$ cat config.mk
export PLATFORM = sky130hd
export DESIGN_NAME = mem_arbiter
export DESIGN_NICKNAME = d
export VERILOG_FILES = /design/src/rtl/mem_arb_pkg.sv /design/src/rtl/mem_arbiter_rr_picker.sv /design/src/rtl/mem_arbiter.sv
export SDC_FILE = /design/constraint.sdc
export NUM_CORES = 1
export LEC_CHECK = 0
export ABC_AREA = 1
export CAP_MARGIN = 20
export CORE_MARGIN = 3
export CORE_UTILIZATION = 42
export CTS_CLUSTER_SIZE = 10
export DETAILED_ROUTE_END_ITERATION = 10
export GPL_ROUTABILITY_DRIVEN = 1
export MAX_ROUTING_LAYER = met4
export PLACE_DENSITY = 0.84
export SLEW_MARGIN = 0
export SYNTH_ARGS = -nofsm -noshare
export SYNTH_HDL_FRONTEND = slang
export SYNTH_HIERARCHICAL = 1
export SYNTH_SLANG_ARGS = --single-unit
$ cat constraint.sdc
create_clock -name clk -period 2 [get_ports clk]
set_input_delay 0.2 -clock clk [delete_from_list [all_inputs] [get_ports clk]]
set_output_delay 0.2 -clock clk [all_outputs]
set_load 0.05 [all_outputs]
$ cat src/rtl/mem_arb_pkg.sv
// rtl/mem_arb_pkg.sv - shared types and constants for the memory arbiter
package mem_arb_pkg;

  typedef enum logic [1:0] {
    IDLE  = 2'd0,
    ISSUE = 2'd1,
    WAIT  = 2'd2,
    RESP  = 2'd3
  } arb_state_t;

  localparam logic OWNER_CORE   = 1'b0;
  localparam logic OWNER_LOADER = 1'b1;
  localparam int   ARB_LATENCY  = 3;

endpackage

$ cat src/rtl/mem_arbiter_rr_picker.sv
// rtl/mem_arbiter_rr_picker.sv - combinational two-way round-robin choice
module rr_picker
  import mem_arb_pkg::*;
(
  input  logic c_req,
  input  logic l_req,
  input  logic rr_last,
  output logic valid,
  output logic pick
);

  // On a tie the requester that was not served last wins.
  always_comb begin
    valid = c_req | l_req;
    if (c_req && l_req) pick = ~rr_last;
    else if (l_req)     pick = OWNER_LOADER;
    else                pick = OWNER_CORE;
  end

endmodule

$ cat src/rtl/mem_arbiter.sv
// rtl/mem_arbiter.sv - 4-cycle single-port memory arbiter, core vs loader
// Optional grant/stall counters when MEM_ARB_STATS_EN is defined.
module mem_arbiter
  import mem_arb_pkg::*;
#(
  parameter int ADDR_WIDTH = 12,
  parameter int DATA_WIDTH = 12
`ifdef MEM_ARB_STATS_EN
  ,
  parameter int STAT_WIDTH = 16
`endif
) (
  input  logic                  clk,
  input  logic                  reset,
  input  logic                  c_req,
  input  logic                  c_we,
  input  logic [ADDR_WIDTH-1:0] c_addr,
  input  logic [DATA_WIDTH-1:0] c_wdata,
  output logic                  c_ack,
  output logic [DATA_WIDTH-1:0] c_rdata,
  input  logic                  l_req,
  input  logic                  l_we,
  input  logic [ADDR_WIDTH-1:0] l_addr,
  input  logic [DATA_WIDTH-1:0] l_wdata,
  output logic                  l_ack,
  output logic [DATA_WIDTH-1:0] l_rdata,
  output logic [ADDR_WIDTH-1:0] mem_addr,
  output logic                  mem_we,
  output logic [DATA_WIDTH-1:0] mem_wdata,
  input  logic [DATA_WIDTH-1:0] mem_rdata,
  output logic                  busy,
  output logic                  owner
`ifdef MEM_ARB_STATS_EN
  ,
  output logic [STAT_WIDTH-1:0] c_grants,
  output logic [STAT_WIDTH-1:0] l_grants,
  output logic [STAT_WIDTH-1:0] stall_cycles
`endif
);

  arb_state_t state;
  logic       rr_last;
  logic       cur_we;
  logic       pick_valid;
  logic       pick_owner;

  rr_picker u_rr_picker (
    .c_req   (c_req),
    .l_req   (l_req),
    .rr_last (rr_last),
    .valid   (pick_valid),
    .pick    (pick_owner)
  );

  always_ff @(posedge clk or posedge reset) begin
    if (reset) begin
      state     <= IDLE;
      mem_addr  <= '0;
      mem_wdata <= '0;
      mem_we    <= 1'b0;
      cur_we    <= 1'b0;
      c_rdata   <= '0;
      l_rdata   <= '0;
      c_ack     <= 1'b0;
      l_ack     <= 1'b0;
      busy      <= 1'b0;
      owner     <= OWNER_CORE;
      rr_last   <= OWNER_LOADER;
    end else begin
      c_ack <= 1'b0;
      l_ack <= 1'b0;
      case (state)
        IDLE: begin
          if (pick_valid) begin
            mem_addr  <= (pick_owner == OWNER_LOADER) ? l_addr  : c_addr;
            mem_wdata <= (pick_owner == OWNER_LOADER) ? l_wdata : c_wdata;
            mem_we    <= (pick_owner == OWNER_LOADER) ? l_we    : c_we;
            cur_we    <= (pick_owner == OWNER_LOADER) ? l_we    : c_we;
            owner     <= pick_owner;
            rr_last   <= pick_owner;
            busy      <= 1'b1;
            state     <= ISSUE;
          end
        end
        ISSUE: begin
          // Memory samples the write at this edge; drop we so it lands once.
          mem_we <= 1'b0;
          state  <= WAIT;
        end
        WAIT: begin
          if (!cur_we) begin
            if (owner == OWNER_LOADER) l_rdata <= mem_rdata;
            else                       c_rdata <= mem_rdata;
          end
          if (owner == OWNER_LOADER) l_ack <= 1'b1;
          else                       c_ack <= 1'b1;
          state <= RESP;
        end
        RESP: begin
          busy  <= 1'b0;
          state <= IDLE;
        end
        default: state <= IDLE;
      endcase
    end
  end

`ifdef MEM_ARB_STATS_EN
  logic c_stall;
  logic l_stall;

  // A requester is served this cycle if it is being granted now or owns the access in flight.
  always_comb begin
    c_stall = c_req && !((state == IDLE) ? (pick_valid && pick_owner == OWNER_CORE)
                                         : (owner == OWNER_CORE));
    l_stall = l_req && !((state == IDLE) ? (pick_valid && pick_owner == OWNER_LOADER)
                                         : (owner == OWNER_LOADER));
  end

  always_ff @(posedge clk or posedge reset) begin
    if (reset) begin
      c_grants     <= '0;
      l_grants     <= '0;
      stall_cycles <= '0;
    end else begin
      if (state == IDLE && pick_valid && pick_owner == OWNER_CORE && !(&c_grants))
        c_grants <= c_grants + 1'b1;
      if (state == IDLE && pick_valid && pick_owner == OWNER_LOADER && !(&l_grants))
        l_grants <= l_grants + 1'b1;
      if ((c_stall || l_stall) && !(&stall_cycles))
        stall_cycles <= stall_cycles + 1'b1;
    end
  end
`endif

endmodule

Word level (Yosys, flattened, before mapping) --
Index checks and enable logic that the tools add are counted.
Word-level totals: logic and storage cells 44, output and inout port bits 53, register bits 57, input bits 66
Operators by class: multiplexer cells 15, equality and inequality tests 4, reduce and logical (&&, ||, !) cells 9, bitwise gates (word level) 4
Operator list (count):
- $mux 12 | 2
- $mux 1 | 9
- $pmux 2 s4 | 1
- $reduce_and 2->1 | 3
- $reduce_and 3->1 | 2
- $eq 2x2->1 const B | 2
- $pmux 1 s2 | 2
- $reduce_bool 2->1 | 2
- $not 1->1 | 3
- $eq 2x1->1 const B | 1
- $logic_not 2->1 | 1
- $mux 2 | 1
- $ne 2x2->1 const B | 1
- $logic_and 1x1->1 | 1
- $or 1x1->1 | 1

Longest topological paths before layout --
depth after elaboration 5, depth in mapped cells 9, gate-level depth less buffers 7

Cells and area by module --
The synthesis kept the hierarchy.
Modules (own cells, without submodules):
- mem_arbiter | cells an instance 340, instances 1, area an instance 2681.3 µm²
- rr_picker | cells an instance 3, instances 1, area an instance 15.0 µm²

Worst setup path after synthesis --
No wires, ideal clock.
kind reg-to-reg, start register owner, end register l_rdata[0], required time 1.882 ns, arrival 1.178 ns, cell stages (with the launch flop) 5, setup slack 0.705 ns, clock period less this slack 1.295 ns, library setup time 0.118 ns, cells stage by stage dfrtp_1 nand3_2 buf_6 nand2_1 nand2_1
Between the ends: word-level cells in the longest chain between the ends 1
Ends and longest elaborated chain:
- start, declared | line mem_arbiter.sv:32 | output logic owner
- start signal, assigned | line mem_arbiter.sv:79 | owner <= pick_owner;
- $reduce_and 3->1 (no line)
- end signal, assigned | line mem_arbiter.sv:92 | if (owner == OWNER_LOADER) l_rdata <= mem_rdata;
- end, declared | line mem_arbiter.sv:26 | output logic [DATA_WIDTH-1:0] l_rdata,
No other way between the ends. A chain may end at the register's enable or synchronous reset.

Worst setup path after layout --
start register owner, end output port owner
No word-level cell between the ends.

==> results.txt <==
- The total overflow left after global routing is 0.
- The number of clock buffers added by TritonCTS is 9.
* Combinational share of power: 0.586
- Worst slew pin tran: 539 ps
* Worst slew slack as a fraction of its limit: 0.639
- Leaving out fill and tap cells, the most frequent cells in the layout are nand2_1, clkdlybuf4s50_1, dfrtp_1.
- Buffers inserted during post-CTS setup optimization: 0
- Measured along the x axis, the die boundary spans between 80 and 90 microns.
- The largest individual stage delay along the critical path comes from the cell clkdlybuf4s50_1.
* Filler cell count: between 500 and 600
- Critical Path Source: owner$_DFFE_PP0P_
* Sum of buffers and inverters on the critical path: 1
* Ratio of cells with drive above 1 in the final layout: 0.0707
- Once the clock tree was built, the resizer swapped 0 gates to a different size.
- Summing all non-filler instances in the final layout gives an area of 4100 sq um.
- Synthesized instance count: about 340
- Clk Latency, worst-skew pair: 320 ps
* Final net count: about 540
- In the routed layout, each cell is associated on average with a via count of 4.73.
- The tool flagged a number of max-cap violations equal to 0.
- STA classifies the critical path startpoint as a flip-flop.
- The placed instances occupy a cell area of between 3000 and 4000 sq um.
* Delay of the slowest cell on the worst path: 830 ps
- The routed layout has 2,565 vias.
- In this run the worst path has a maximum fanout of 2.
- Register bit count reported by yosys: 57
- Placeable core region: about 6100 sq um
* Number of buffers between clock root and the deepest sink: 2
- Post-DR wirelength/cell: ~13 microns
- Post-synth net total: approximately 420
- Routability-driven placement finished with a final weighted congestion of between 0.8 and 0.9.
- By startpoint and endpoint, the worst setup path is classified as reg -> out.
- The path class of the tightest hold or removal check is in -> async.
- Ratio of total power to cell area: around 1800 nW/um^2
* Post-synth cell types: 19
* DRC violation total after the first TritonRoute iteration: 60
* Outcome: completed
- Number of remaining DRC errors: 0
- Reg-to-reg critical path startpoint: state[0]$_DFFE_PP0P_
* Remaining antenna violation count after routing: 0
- For the final database, setup skew stands at roughly 9.4 ps.
* Detailed Place HPWL: approximately 5200 microns
- Of the total power, the share spent switching nets is 0.497.
- Number of antenna violations at the first check in global routing: 0
- Of the available clock period, the critical path in the final layout requires 0.850.
- WL final: around 6800 microns
- During synthesis, Yosys emitted a total of 6 warnings.
- IR analysis of the VDD net gives a maximum drop of 1100 uV.
- Sequence of cells on the critical path: clkdlybuf4s50_1
- In the global route stage, overall resource usage came out at 0.204.
* Area of the mapped netlist: 2700 sq um
- Cell Int Power: ~3.8 mW
- The H-tree generated during clock tree synthesis spans 3 levels.
* Die boundary height: approximately 86 microns
- Pin count of the biggest net entering global routing: a little under 60
- Synthesis-to-finish area growth: 52.2%
- Fin. Hold Viols: 0
- First-pass GRT wire length: roughly 12,000 microns
- Clock root buffer: clkbuf_8
* Total die area: approximately 7400 sq um
- Nature of the critical path endpoint: output port
- Final setup fails: 0
- Clock-pin slew on the worst setup and hold paths: approximately 70 ps
- Via count of the first global-routing pass: about 2,600
- TritonCTS built the clock tree.
- Top cell family by delay on the critical path: buffers and inverters
- Pins over their slew limit: 0
- Counting every sink on the clock net gives 57.
- Sequential share of the synthesized area: 0.529
- 119 I/O pins were placed.
* Number of buffers added on ports: ~120
* Clock group share of total power: 0.141
- Hold buffer count at cts: 0
* Static leakage power: around 2.1 nW
- Required time worst endpoint: between 1500 and 2000 ps
* Number of antenna repair diodes: 0
* Switching power total: between 3 and 4 mW
* Relative contribution of sequential cells to total power: 0.273
- Floorplan row count: 28
- Aggregate negative setup slack: 0 ps
* Most common library cell in the layout ignoring fill and taps: nand2_1
- Router iterations before antenna repair: 4
* Arrival time of the worst setup path: roughly 1500 ps
- For this configuration, the core starts out at a cell density of 0.445.
- Unrepaired setup endpoints after global routing: no
- Averaged over all synthesized cells, the footprint is about 7.9 sq um.
- For this run, the top clock speed supported by timing is 0.588 GHz.
- Shortest period the worst path allows: 1700 ps
-- Yosys cell counts --
library cell / number / area (sq um)
buf_2: 6 / 30.0
dfrtp_1: 56 / 1400
buf_4: 4 / 30.0
nor2_4: 1 / 11.3
a21oi_1: 1 / 5.00
buf_6: 5 / 56.3
or2_1: 1 / 6.26
nand2_2: 3 / 18.8
nor2_1: 2 / 7.51
ha_1: 6 / 75.1
inv_1: 9 / 33.8
nand2_1: 214 / 803
o21ai_0: 2 / 10.0
inv_4: 2 / 12.5
nand3_2: 2 / 20.0
inv_2: 1 / 3.75
nand3_1: 26 / 130
dfstp_2: 1 / 26.3
buf_8: 1 / 15.0
-- layer usage --
| metal | GRT usage | up-vias | wire (microns) |
|---|---|---|---|
| met5 | - | - | 0 |
| met4 | 0.0820 | 0 | 172 |
| met3 | 0.0538 | 15 | 599 |
| met2 | 0.336 | 101 | 3230 |
| met1 | 0.237 | 1161 | 2790 |
| li1 | - | 1288 | - |
-- metrics by stage --
stage          hold slack [ps]  setup slack (ps)  power, mW  std cells  utilization
2_1_floorplan              324               402       5.04        343            -
3_3_place_gp               454               475       6.36        527        0.645
3_5_place_dp               458               424       6.48        527        0.645
4_1_cts                    256               288       7.55        542        0.677
5_1_grt                    307               250       7.97        542        0.677
6_report                   254               300       7.48        542        0.677
-- worst paths after layout --
path                       slack, ps                       to  cells past startpoint
max                              300                    owner                      1
min                              250  mem_addr[9]$_DFFE_PP0P_                      3
max reg2reg                      440  c_rdata[10]$_DFFE_PP0P_                      6
min reg2reg                      470   c_rdata[9]$_DFFE_PP0P_                      2
max in group asynchronous       1450      rr_last$_DFFE_PP1P_                      3
min in group clk                 470   c_rdata[9]$_DFFE_PP0P_                      2
-- final cells by class --
class	count	area, sq um	area share
Multi-Input combinational cell	258	1090	0.266
Clock inverter	3	40.0	0.00976
Clock buffer	12	155	0.0378
Timing Repair Buffer	125	1250	0.304
Tap cell	75	93.8	0.0229
Inverter	12	50.0	0.0122
Sequential cell	57	1430	0.348
-- power by group through the flow --
stage	clock [mW]	sequential, mW	combinational (mW)
2_1_floorplan	0	3.79	1.25
3_3_place_gp	0	2.03	4.32
3_5_place_dp	0	2.05	4.43
4_1_cts	1.08	2.04	4.43
5_1_grt	1.13	2.12	4.72
6_report	1.06	2.04	4.38
-- sequential cells by signal, indices dropped and copies added (netlist names) --
signal     count
c_rdata       12
rr_last        1
busy           1
mem_we         1
mem_wdata     12
l_rdata       12
cur_we         1
owner          1
state          2
l_ack          1
mem_addr      12
c_ack          1
-- cells by family (layout without fill, tap and decap cells) --
group / count (synthesis) / after routing / share of synthesized area
buf+inv: 28 / 152 / 0.0673
flops: 57 / 57 / 0.529
simple gates: 249 / 249 / 0.370
fa+ha+maj: 6 / 6 / 0.0278
compound gates: 3 / 3 / 0.00557
No activity file was read; power rests on OpenSTA's default activity.
